[src/rtl/flight_cmd_sequencer.sv]
// Script player for the RemoteComm host link. It sends each stored command and waits for the ACK.
// Where an entry asks for it, it then settles and checks one flight channel against the commanded value.
module flight_cmd_sequencer #(
  parameter int         DEPTH  = 16,
  parameter int         NCHAN  = 4,
  parameter int         ACK_TO = 2000000,
  parameter int         SETTLE = 2000000,
  parameter int         CHK_TO = 10000000,
  parameter int         TOL    = 5,
  parameter int         TW     = 24,
  parameter logic [7:0] ACK    = 8'hA5,
  localparam int        AW     = $clog2(DEPTH),
  localparam int        CW     = $clog2(NCHAN)
) (
  input  logic                  clk,
  input  logic                  rst,
  input  logic                  start,
  input  logic [AW:0]           len,
  input  logic                  ld_we,
  input  logic [AW-1:0]         ld_addr,
  input  logic [7:0]            ld_cmd,
  input  logic [15:0]           ld_data,
  input  logic                  ld_chk_en,
  input  logic [CW-1:0]         ld_chk_sel,
  output logic [7:0]            cmd,
  output logic [15:0]           data,
  output logic                  send_cmd,
  input  logic                  cmd_sent,
  input  logic                  resp_rdy,
  input  logic [7:0]            resp,
  output logic                  clr_resp_rdy,
  input  logic [NCHAN*16-1:0]   mon,
  output logic                  busy,
  output logic                  done,
  output logic                  pass,
  output logic [2:0]            err_code,
  output logic [AW-1:0]         err_idx,
  output logic [AW:0]           pass_cnt
);

  typedef enum logic [2:0] {
    ST_IDLE, ST_FETCH, ST_SEND, ST_WAIT_RESP, ST_SETTLE, ST_CHECK, ST_DONE
  } state_t;

  localparam logic [2:0]    ERR_NONE     = 3'd0;
  localparam logic [2:0]    ERR_ACK_TO   = 3'd1;
  localparam logic [2:0]    ERR_BAD_RESP = 3'd2;
  localparam logic [2:0]    ERR_CHK_TO   = 3'd3;
  localparam logic [2:0]    ERR_EMPTY    = 3'd4;
  localparam logic [AW:0]   DEPTH_LEN    = (AW+1)'(DEPTH);
  localparam logic [AW:0]   ONE_CNT      = (AW+1)'(1);
  localparam logic [TW-1:0] ACK_LIM      = TW'(ACK_TO);
  localparam logic [TW-1:0] SETTLE_LIM   = TW'(SETTLE);
  localparam logic [TW-1:0] CHK_LIM      = TW'(CHK_TO);

  logic [7:0]    mem_cmd    [DEPTH];
  logic [15:0]   mem_data   [DEPTH];
  logic          mem_chk_en [DEPTH];
  logic [CW-1:0] mem_chk_sel[DEPTH];

  state_t        state_reg;
  logic [AW:0]   len_reg;
  logic [AW:0]   idx_reg;
  logic [TW-1:0] timer_reg;
  logic          chk_en_reg;
  logic [CW-1:0] chk_sel_reg;

  logic [15:0]   mon_ch [NCHAN];
  logic [15:0]   chan_val;
  logic [16:0]   diff;
  logic [16:0]   abs_diff;
  logic          within_tol;
  logic [TW-1:0] timer_inc;
  logic [AW:0]   idx_next;
  logic          entry_ok;
  logic          entry_fail;
  logic [2:0]    fail_code;
  logic          unused_cmd_sent;

  assign unused_cmd_sent = cmd_sent;

  generate
    for (genvar gi = 0; gi < NCHAN; gi++) begin : g_unpack
      assign mon_ch[gi] = mon[16*gi +: 16];
    end
  endgenerate

  // Both operands are sign-extended to 17 bits so the difference can never wrap.
  assign chan_val   = mon_ch[chk_sel_reg];
  assign diff       = {chan_val[15], chan_val} - {data[15], data};
  assign abs_diff   = diff[16] ? (~diff + 17'd1) : diff;
  assign within_tol = (abs_diff <= 17'(TOL));
  assign timer_inc  = timer_reg + TW'(1);
  assign idx_next   = idx_reg + ONE_CNT;

  always_ff @(posedge clk) begin
    if (ld_we && !busy) begin
      mem_cmd[ld_addr]     <= ld_cmd;
      mem_data[ld_addr]    <= ld_data;
      mem_chk_en[ld_addr]  <= ld_chk_en;
      mem_chk_sel[ld_addr] <= ld_chk_sel;
    end
  end

  // A response arriving on the limit cycle is evaluated first, so it wins over the timeout.
  always_comb begin
    entry_ok   = 1'b0;
    entry_fail = 1'b0;
    fail_code  = ERR_NONE;
    case (state_reg)
      ST_WAIT_RESP: begin
        if (resp_rdy) begin
          if (resp == ACK) begin
            entry_ok = !chk_en_reg;
          end else begin
            entry_fail = 1'b1;
            fail_code  = ERR_BAD_RESP;
          end
        end else if (timer_inc == ACK_LIM) begin
          entry_fail = 1'b1;
          fail_code  = ERR_ACK_TO;
        end
      end
      ST_CHECK: begin
        if (within_tol) begin
          entry_ok = 1'b1;
        end else if (timer_inc == CHK_LIM) begin
          entry_fail = 1'b1;
          fail_code  = ERR_CHK_TO;
        end
      end
      default: ;
    endcase
  end

  always_ff @(posedge clk) begin
    if (rst) begin
      state_reg    <= ST_IDLE;
      len_reg      <= '0;
      idx_reg      <= '0;
      timer_reg    <= '0;
      chk_en_reg   <= 1'b0;
      chk_sel_reg  <= '0;
      cmd          <= '0;
      data         <= '0;
      send_cmd     <= 1'b0;
      clr_resp_rdy <= 1'b0;
      busy         <= 1'b0;
      done         <= 1'b0;
      pass         <= 1'b0;
      err_code     <= ERR_NONE;
      err_idx      <= '0;
      pass_cnt     <= '0;
    end else begin
      send_cmd     <= 1'b0;
      // Single clear pulse per response, even if the flag is still up the cycle after.
      clr_resp_rdy <= resp_rdy && !clr_resp_rdy;
      case (state_reg)
        ST_IDLE, ST_DONE: begin
          if (start) begin
            pass_cnt <= '0;
            err_idx  <= '0;
            pass     <= 1'b0;
            if (len == '0) begin
              done      <= 1'b1;
              err_code  <= ERR_EMPTY;
              state_reg <= ST_DONE;
            end else begin
              len_reg   <= (len > DEPTH_LEN) ? DEPTH_LEN : len;
              idx_reg   <= '0;
              done      <= 1'b0;
              err_code  <= ERR_NONE;
              busy      <= 1'b1;
              state_reg <= ST_FETCH;
            end
          end
        end
        ST_FETCH: begin
          cmd         <= mem_cmd[idx_reg[AW-1:0]];
          data        <= mem_data[idx_reg[AW-1:0]];
          chk_en_reg  <= mem_chk_en[idx_reg[AW-1:0]];
          chk_sel_reg <= mem_chk_sel[idx_reg[AW-1:0]];
          send_cmd    <= 1'b1;
          timer_reg   <= '0;
          state_reg   <= ST_SEND;
        end
        ST_SEND: begin
          timer_reg <= timer_inc;
          state_reg <= ST_WAIT_RESP;
        end
        ST_WAIT_RESP: begin
          if (resp_rdy && resp == ACK && chk_en_reg) begin
            timer_reg <= '0;
            state_reg <= ST_SETTLE;
          end else begin
            timer_reg <= timer_inc;
          end
        end
        ST_SETTLE: begin
          if (timer_inc == SETTLE_LIM) begin
            timer_reg <= '0;
            state_reg <= ST_CHECK;
          end else begin
            timer_reg <= timer_inc;
          end
        end
        ST_CHECK: timer_reg <= timer_inc;
        default:  state_reg <= ST_IDLE;
      endcase

      if (entry_ok) begin
        pass_cnt <= pass_cnt + ONE_CNT;
        idx_reg  <= idx_next;
        if (idx_next == len_reg) begin
          busy      <= 1'b0;
          done      <= 1'b1;
          pass      <= 1'b1;
          state_reg <= ST_DONE;
        end else begin
          state_reg <= ST_FETCH;
        end
      end
      if (entry_fail) begin
        err_idx   <= idx_reg[AW-1:0];
        err_code  <= fail_code;
        busy      <= 1'b0;
        done      <= 1'b1;
        pass      <= 1'b0;
        state_reg <= ST_DONE;
      end
    end
  end

endmodule

[config.mk]
export PLATFORM = sky130hd
export DESIGN_NAME = flight_cmd_sequencer
export DESIGN_NICKNAME = d
export VERILOG_FILES = /design/src/rtl/flight_cmd_sequencer.sv
export SDC_FILE = /design/constraint.sdc
export NUM_CORES = 1
export LEC_CHECK = 0
export ABC_AREA = 1
export CELL_PAD_IN_SITES_DETAIL_PLACEMENT = 1
export CELL_PAD_IN_SITES_GLOBAL_PLACEMENT = 2
export CORE_UTILIZATION = 42
export CTS_CLUSTER_DIAMETER = 120
export DETAILED_ROUTE_END_ITERATION = 8
export PLACE_DENSITY_LB_ADDON = 0.1
export SLEW_MARGIN = 5
export SYNTH_ARGS = -nofsm -noshare
export SYNTH_HDL_FRONTEND = slang
export SYNTH_SLANG_ARGS = --single-unit
[constraint.sdc]
create_clock -name clk -period 6.9 [get_ports clk]
set_input_delay 0.69 -clock clk [delete_from_list [all_inputs] [get_ports clk]]
set_output_delay 0.69 -clock clk [all_outputs]
set_load 0.01 [all_outputs]
Yosys cells after proc, flatten, opt, wreduce, memory -nomap -nowiden
Memories as Yosys holds them, arrays and structs flattened. A register that Yosys moved wholly into a read port is not among the register bits.
Index checks and enable logic that the tools add are counted.
- flip-flop bits (word level): 54
- output and inout port bits: 41
- memory bits (writable): 432
- word-level logic and storage cells: 134
- memories kept: 4
- memories (name ; words ; bits a word ; rd ports ; clocked after memory_dff ; write ports ; line ; source):
    mem_data ; 16 ; 16 ; 1 ; 1 ; 1 ; 57 ; logic [15:0] mem_data [DEPTH];
    mem_cmd ; 16 ; 8 ; 1 ; 1 ; 1 ; 56 ; logic [7:0] mem_cmd [DEPTH];
    mem_chk_sel ; 16 ; 2 ; 1 ; 1 ; 1 ; 59 ; logic [CW-1:0] mem_chk_sel[DEPTH];
    mem_chk_en ; 16 ; 1 ; 1 ; 1 ; 1 ; 58 ; logic mem_chk_en [DEPTH];
- muxes and demuxes: 64
- bitwise gates (word level): 3
- eq/ne operators: 19
- reduce and logical (&&, ||, !) cells: 23
- $lt $le $gt $ge: 3
- add/subtract/negate cells: 5
- operator list (cell ; number):
    24-bit one-hot mux with 4 select lines ; 1
    24-bit two-way mux ; 2
    5-bit two-way mux ; 8
    3-bit two-way mux ; 12
    16-bit binary-select mux with 2-bit select ; 1
    16-bit two-way mux ; 2
    1-bit two-way mux ; 27
    24-bit by 1-bit adder with 24-bit output (second input constant) ; 1
    24-bit by 21-bit == test with 1-bit output (second input constant) ; 1
    24-bit == test (second input constant) ; 1
    3-bit one-hot mux with 6 select lines ; 1
    17-bit by 1-bit adder with 17-bit output (second input constant) ; 1
    17-bit by 3-bit less-or-equal comparator with 1-bit output (second input constant) ; 1
    17-bit two-way mux ; 1
    17-bit NOT ; 1
    16-bit by 16-bit subtractor with 17-bit output ; 1
    4-bit two-way mux ; 3
    3-bit != test (second input constant) ; 4
    4-bit != test (second input constant) ; 3
    5-bit by 1-bit adder with 5-bit output (second input constant) ; 2
    3-bit == test (second input constant) ; 3
    8-bit == test (second input constant) ; 1
    4-bit AND reduction ; 2
    2-bit nonzero test ; 4
    19 further kinds ; 33

Longest topological paths before layout
- word-level depth: 13
- mapped depth: 31
- gate-level depth less buffers: 31

Worst setup path after synthesis
OpenSTA, ideal clock, no wires.
- path type: in2reg
- start: in mon[16]
- end: reg state_reg[1]
- data arrival time: 3590 ps
- required time: 6786 ps
- setup slack: 3196 ps
- stages: 27
- buffers on the path: 0
- cells stage by stage: nand2_1 > a32o_1 > ha_1 > inv_1 > fa_1 > inv_1 > ha_1 > a21boi_0 > nand3_1 > nor2_1 > nand2_2 > nor2_4 > nand2_1 > nand3_1 > nand2_1 > nor2_1 > nand2_1 > nor2_2 > nand3_2 > nand2_1 > nand2_1 > nor2_4 > nand2_2 > nand2_2 > nand2_1 > nand2_1 > nor2_2
- cells in the longest elaborated chain, start to end: 12
- elaborated cells on any way between the ends: 19
- RTL lines (item ; line ; source):
    from (decl) ; 32 ; input logic [NCHAN*16-1:0] mon,
    16-bit binary-select mux with 2-bit select (*) ; 89 ; assign chan_val = mon_ch[chk_sel_reg];
    16-bit two-way mux (not written as such) (*) (2 in a row) ; 89 ;
    16-bit by 16-bit subtractor with 17-bit output (*) ; 90 ; assign diff = {chan_val[15], chan_val} - {data[15], data};
    17-bit NOT ; 91 ; assign abs_diff = diff[16] ? (~diff + 17'd1) : diff;
    17-bit by 1-bit adder with 17-bit output ; 91 ;
    17-bit two-way mux (*) ; 91 ;
    17-bit by 3-bit less-or-equal comparator with 1-bit output (*) ; 92 ; assign within_tol = (abs_diff <= 17'(TOL));
    1-bit two-way mux ; 125 ; if (within_tol) begin
    1-bit one-hot mux with 2 select lines ; 110 ; case (state_reg)
    4-bit != test (no source line) (tied with other cells) ; - ;
    4-bit AND reduction (no source line) / 3-bit two-way mux (equally long branches) ; - ;
    to (signal assigned) ; 138 ; state_reg <= ST_IDLE;
    to (signal assigned) ; 167 ; state_reg <= ST_DONE;
    to (signal assigned) ; 174 ; state_reg <= ST_FETCH;
    to (decl) ; 61 ; state_t state_reg;
Every way passes the cells marked *; elsewhere a longest branch is shown, timed or not. The select of a mux whose other input is x is not followed.
A chain may end at the register's enable or synchronous reset.

Worst setup path in the final report
- start: reg chk_sel_reg[0] (read register of mem_chk_sel)
- end: reg state_reg[2]
- cells in the longest elaborated chain, start to end: 13
- elaborated cells on any way between the ends: 20
- RTL lines (item ; line ; source):
    from (decl) ; 66 ; logic [CW-1:0] chk_sel_reg;
    2-bit NOT with 3-bit output (not written as such) (*) ; 89 ;
    16-bit binary-select mux with 2-bit select (*) ; 89 ;
    16-bit two-way mux (not written as such) (*) (2 in a row) ; 89 ;
    16-bit by 16-bit subtractor with 17-bit output (*) ; 90 ;
    17-bit NOT ; 91 ;
    17-bit by 1-bit adder with 17-bit output ; 91 ;
    17-bit two-way mux (*) ; 91 ;
    17-bit by 3-bit less-or-equal comparator with 1-bit output (*) ; 92 ;
    1-bit two-way mux ; 125 ;
    1-bit one-hot mux with 2 select lines ; 110 ;
    4-bit != test (no source line) (tied with other cells) ; - ;
    4-bit AND reduction (no source line) / 3-bit two-way mux (equally long branches) ; - ;
Marked as above.

==> metrics.txt <==
Num CTS Buffers=55; Endpoint, Worst Hold=clr_resp_rdy; status=complete, no violations; Synth area leader=edfxtp_1; Setup Viol. Count Final=0; max_slew headroom=0.219; setup TNS=0 ps; routed wire length=68.0 mm; Reg-to-Reg End=state_reg[2]; CTS tree=built; final hold violations=0; # port buffers=153; layout cell share with drive strength beyond 1=0.0870; most common cell after layout, fill and taps aside=edfxtp_1; Pwr Density=344 mW/mm^2; initial detailed-routing violation count=1173; worst reg2reg path depth=26; WL per Instance=22.6 um; Worst-path clk slew=60 ps; Final WS setup=2200 ps; Via density=5.61; DRC errors left=0; num ports=155; CTS Hold Bufs=0; CP Max Fanout=33; Final Util=0.506; area delta synth->final=18.0%; Final period util=0.681; Crit Path Category=flip-flop to flip-flop; Clock Latency Late Sink=630 ps; Syn Std Cell Area=0.0228 mm^2; largest net degree at the start of global routing=87; Syn Inst Count=2146; first-pass GRT wire length=103 mm; Clock Skews=54.0 ps; Startpoint Class=flip-flop; Tmin final=4700 ps; number of synthesized flops with an enable pin=432; Synth area leaders=edfxtp_1, dfxtp_1, nand2_1; core area=0.0531 mm^2; via count=16900; FFs w/ async S/R, synth=0; register bit total from synthesis=513; Site Rows=84; maxcap violations=0; Highest Clock Rate=213 MHz; Worst Hold Launch=clr_resp_rdy; GP Congestion=0.812; reg2reg setup slack=2200 ps; number of inserted diodes=0; Max Root-Sink Buffers=3; Nets=2412; area fraction of the dominant cell type after synthesis=0.570; prevailing post-synth register cell=edfxtp_1; Die Ht=235 um; HPWL after DPL=40.2 mm; Crit path arrival time=5180 ps; fin. max-slew vios=0; crit path capture type=flip-flop; Post-CTS Setup Bufs=0; Tot GR Track Use=0.245; Reg2Reg Launch Point=chk_sel_reg[0]; root buffer cell=clkbuf_16; initial antenna violation count=1; Synthesized Nets=2282; most frequent cells in the layout=edfxtp_1, nand2_1, nor2_1, inv_1, o21ai_0; remaining antenna violation count=0; Least-Margin Pin Slew=1170 ps; # resized after CTS=0; maximum vdd drop=0.000217 V; max FFs per register=256; Die Footprint=0.0551 mm^2; Hold Path Depth=1; Initial Util=0.429; sequential area share after synthesis=0.641; drt pass-1 iters=5; H-tree Lvls=2; Lkg Pwr=9.69 nW; DIE WIDTH=235 um; clock sinks=513; grt total ovfl=0; Hold Path Class=flip-flop to flip-flop; Most flops, register=mem_data; RSZ-0062 raised after global routing=no; Mapped Avg Cell Area=10.6 um^2; DP Worst Slack=2100 ps; Req. time, crit path=7370 ps; Top Registers=mem_data x256, mem_cmd x128, mem_chk_sel x32; synth unique cells=48; vias in the first global route=17300; yosys synthesis warning count=0
==> cell families (layout without fill, tap and decap cells) <==
group           after synthesis  after routing  share of synthesized area
simple gates                755            755                      0.146
flops                       513            513                      0.641
xor+xnor                     25             25                    0.00995
buf+inv                     308            485                     0.0525
compound gates              523            523                      0.138
fa+ha+maj                    22             22                     0.0124
==> report_power, final <==
| group | internal [mW] | switching (mW) | total, mW |
|---|---|---|---|
| sequential | 3.49 | 0.0845 | 3.57 |
| clock | 1.66 | 1.23 | 2.89 |
| combinational | 0.923 | 1.85 | 2.77 |
| total | 6.07 | 3.16 | 9.23 |
==> worst max-delay path, cell delays in order, from the launching register on <==
cell	delay (ps)
dfxtp_1	300
buf_4	230
inv_1	210
buf_4	340
o21ai_0	130
o22ai_1	460
fa_1	510
inv_1	120
ha_1	210
a21boi_0	200
nand3_1	150
nor2_1	150
nand2_2	100
nor2_4	160
nand2_1	90
nand3_1	70
nand2_1	60
nor2_1	80
nand2_1	80
nor2_2	140
nand3_2	150
nand2_1	90
nand2_1	80
nor2_4	150
nand3_1	120
nor2_1	150
nor2_2	50
==> how the worst max path moves through the flow <==
| stage | startpoint | to | cells past startpoint |
|---|---|---|---|
| floorplan | mon[16] | state_reg[1] | 27 |
| global placement | mon[16] | state_reg[2] | 26 |
| detailed placement | mon[16] | state_reg[1] | 28 |
| CTS | chk_sel_reg[0] | state_reg[0] | 25 |
| global route | chk_sel_reg[0] | state_reg[2] | 26 |
| finish | chk_sel_reg[0] | state_reg[2] | 26 |
==> cells in the mapped netlist (2+ instances only) <==
cell / count
a211oi_1: 3
a21oi_1: 155
a21oi_2: 2
and2_1: 3
buf_1: 7
buf_6: 5
clkbuf_1: 96
clkinv_1: 2
dfxtp_1: 81
edfxtp_1: 432
ha_1: 21
inv_1: 190
inv_2: 7
nand2_1: 329
nand2_2: 22
nand3_1: 67
nand3_2: 7
nand3b_1: 3
nand4_1: 19
nor2_1: 221
nor2_2: 12
nor2_4: 6
nor3_1: 44
nor3_2: 6
nor4_1: 7
o211ai_1: 35
o21ai_0: 168
o21bai_1: 3
o221ai_1: 76
o22ai_1: 75
or2_2: 2
or3_1: 2
xnor2_1: 6
xor2_1: 18
==> through the flow <==
stage,area (um^2),instances,total power [mW],hold slack [ps]
after floorplan,22800,2146,5.59,450
after global placement,25100,2907,6.39,414
after detailed placement,25100,2907,6.44,414
after CTS,26800,3011,9.34,422
after global routing,26800,3011,9.79,457
final,26800,3011,9.23,418
==> layout make-up <==
cell class,count,area [um^2]
inverters,199,749
fillers,5673,26200
clock buffers,66,1420
clock inverters,38,353
well taps,688,861
flip-flops and latches,513,14600
repair buffers,182,1750
multi-input cells,1325,7110
==> routing by layer <==
metal | share of wire | track usage | up-vias
li1 | - | - | 7938
met2 | 0.48 | 0.407 | 399
met5 | 0.00019 | 0 | -
met3 | 0.047 | 0.0367 | 92
met4 | 0.021 | 0.0676 | 2
met1 | 0.45 | 0.334 | 8475
(Power assumes the default switching activity.)
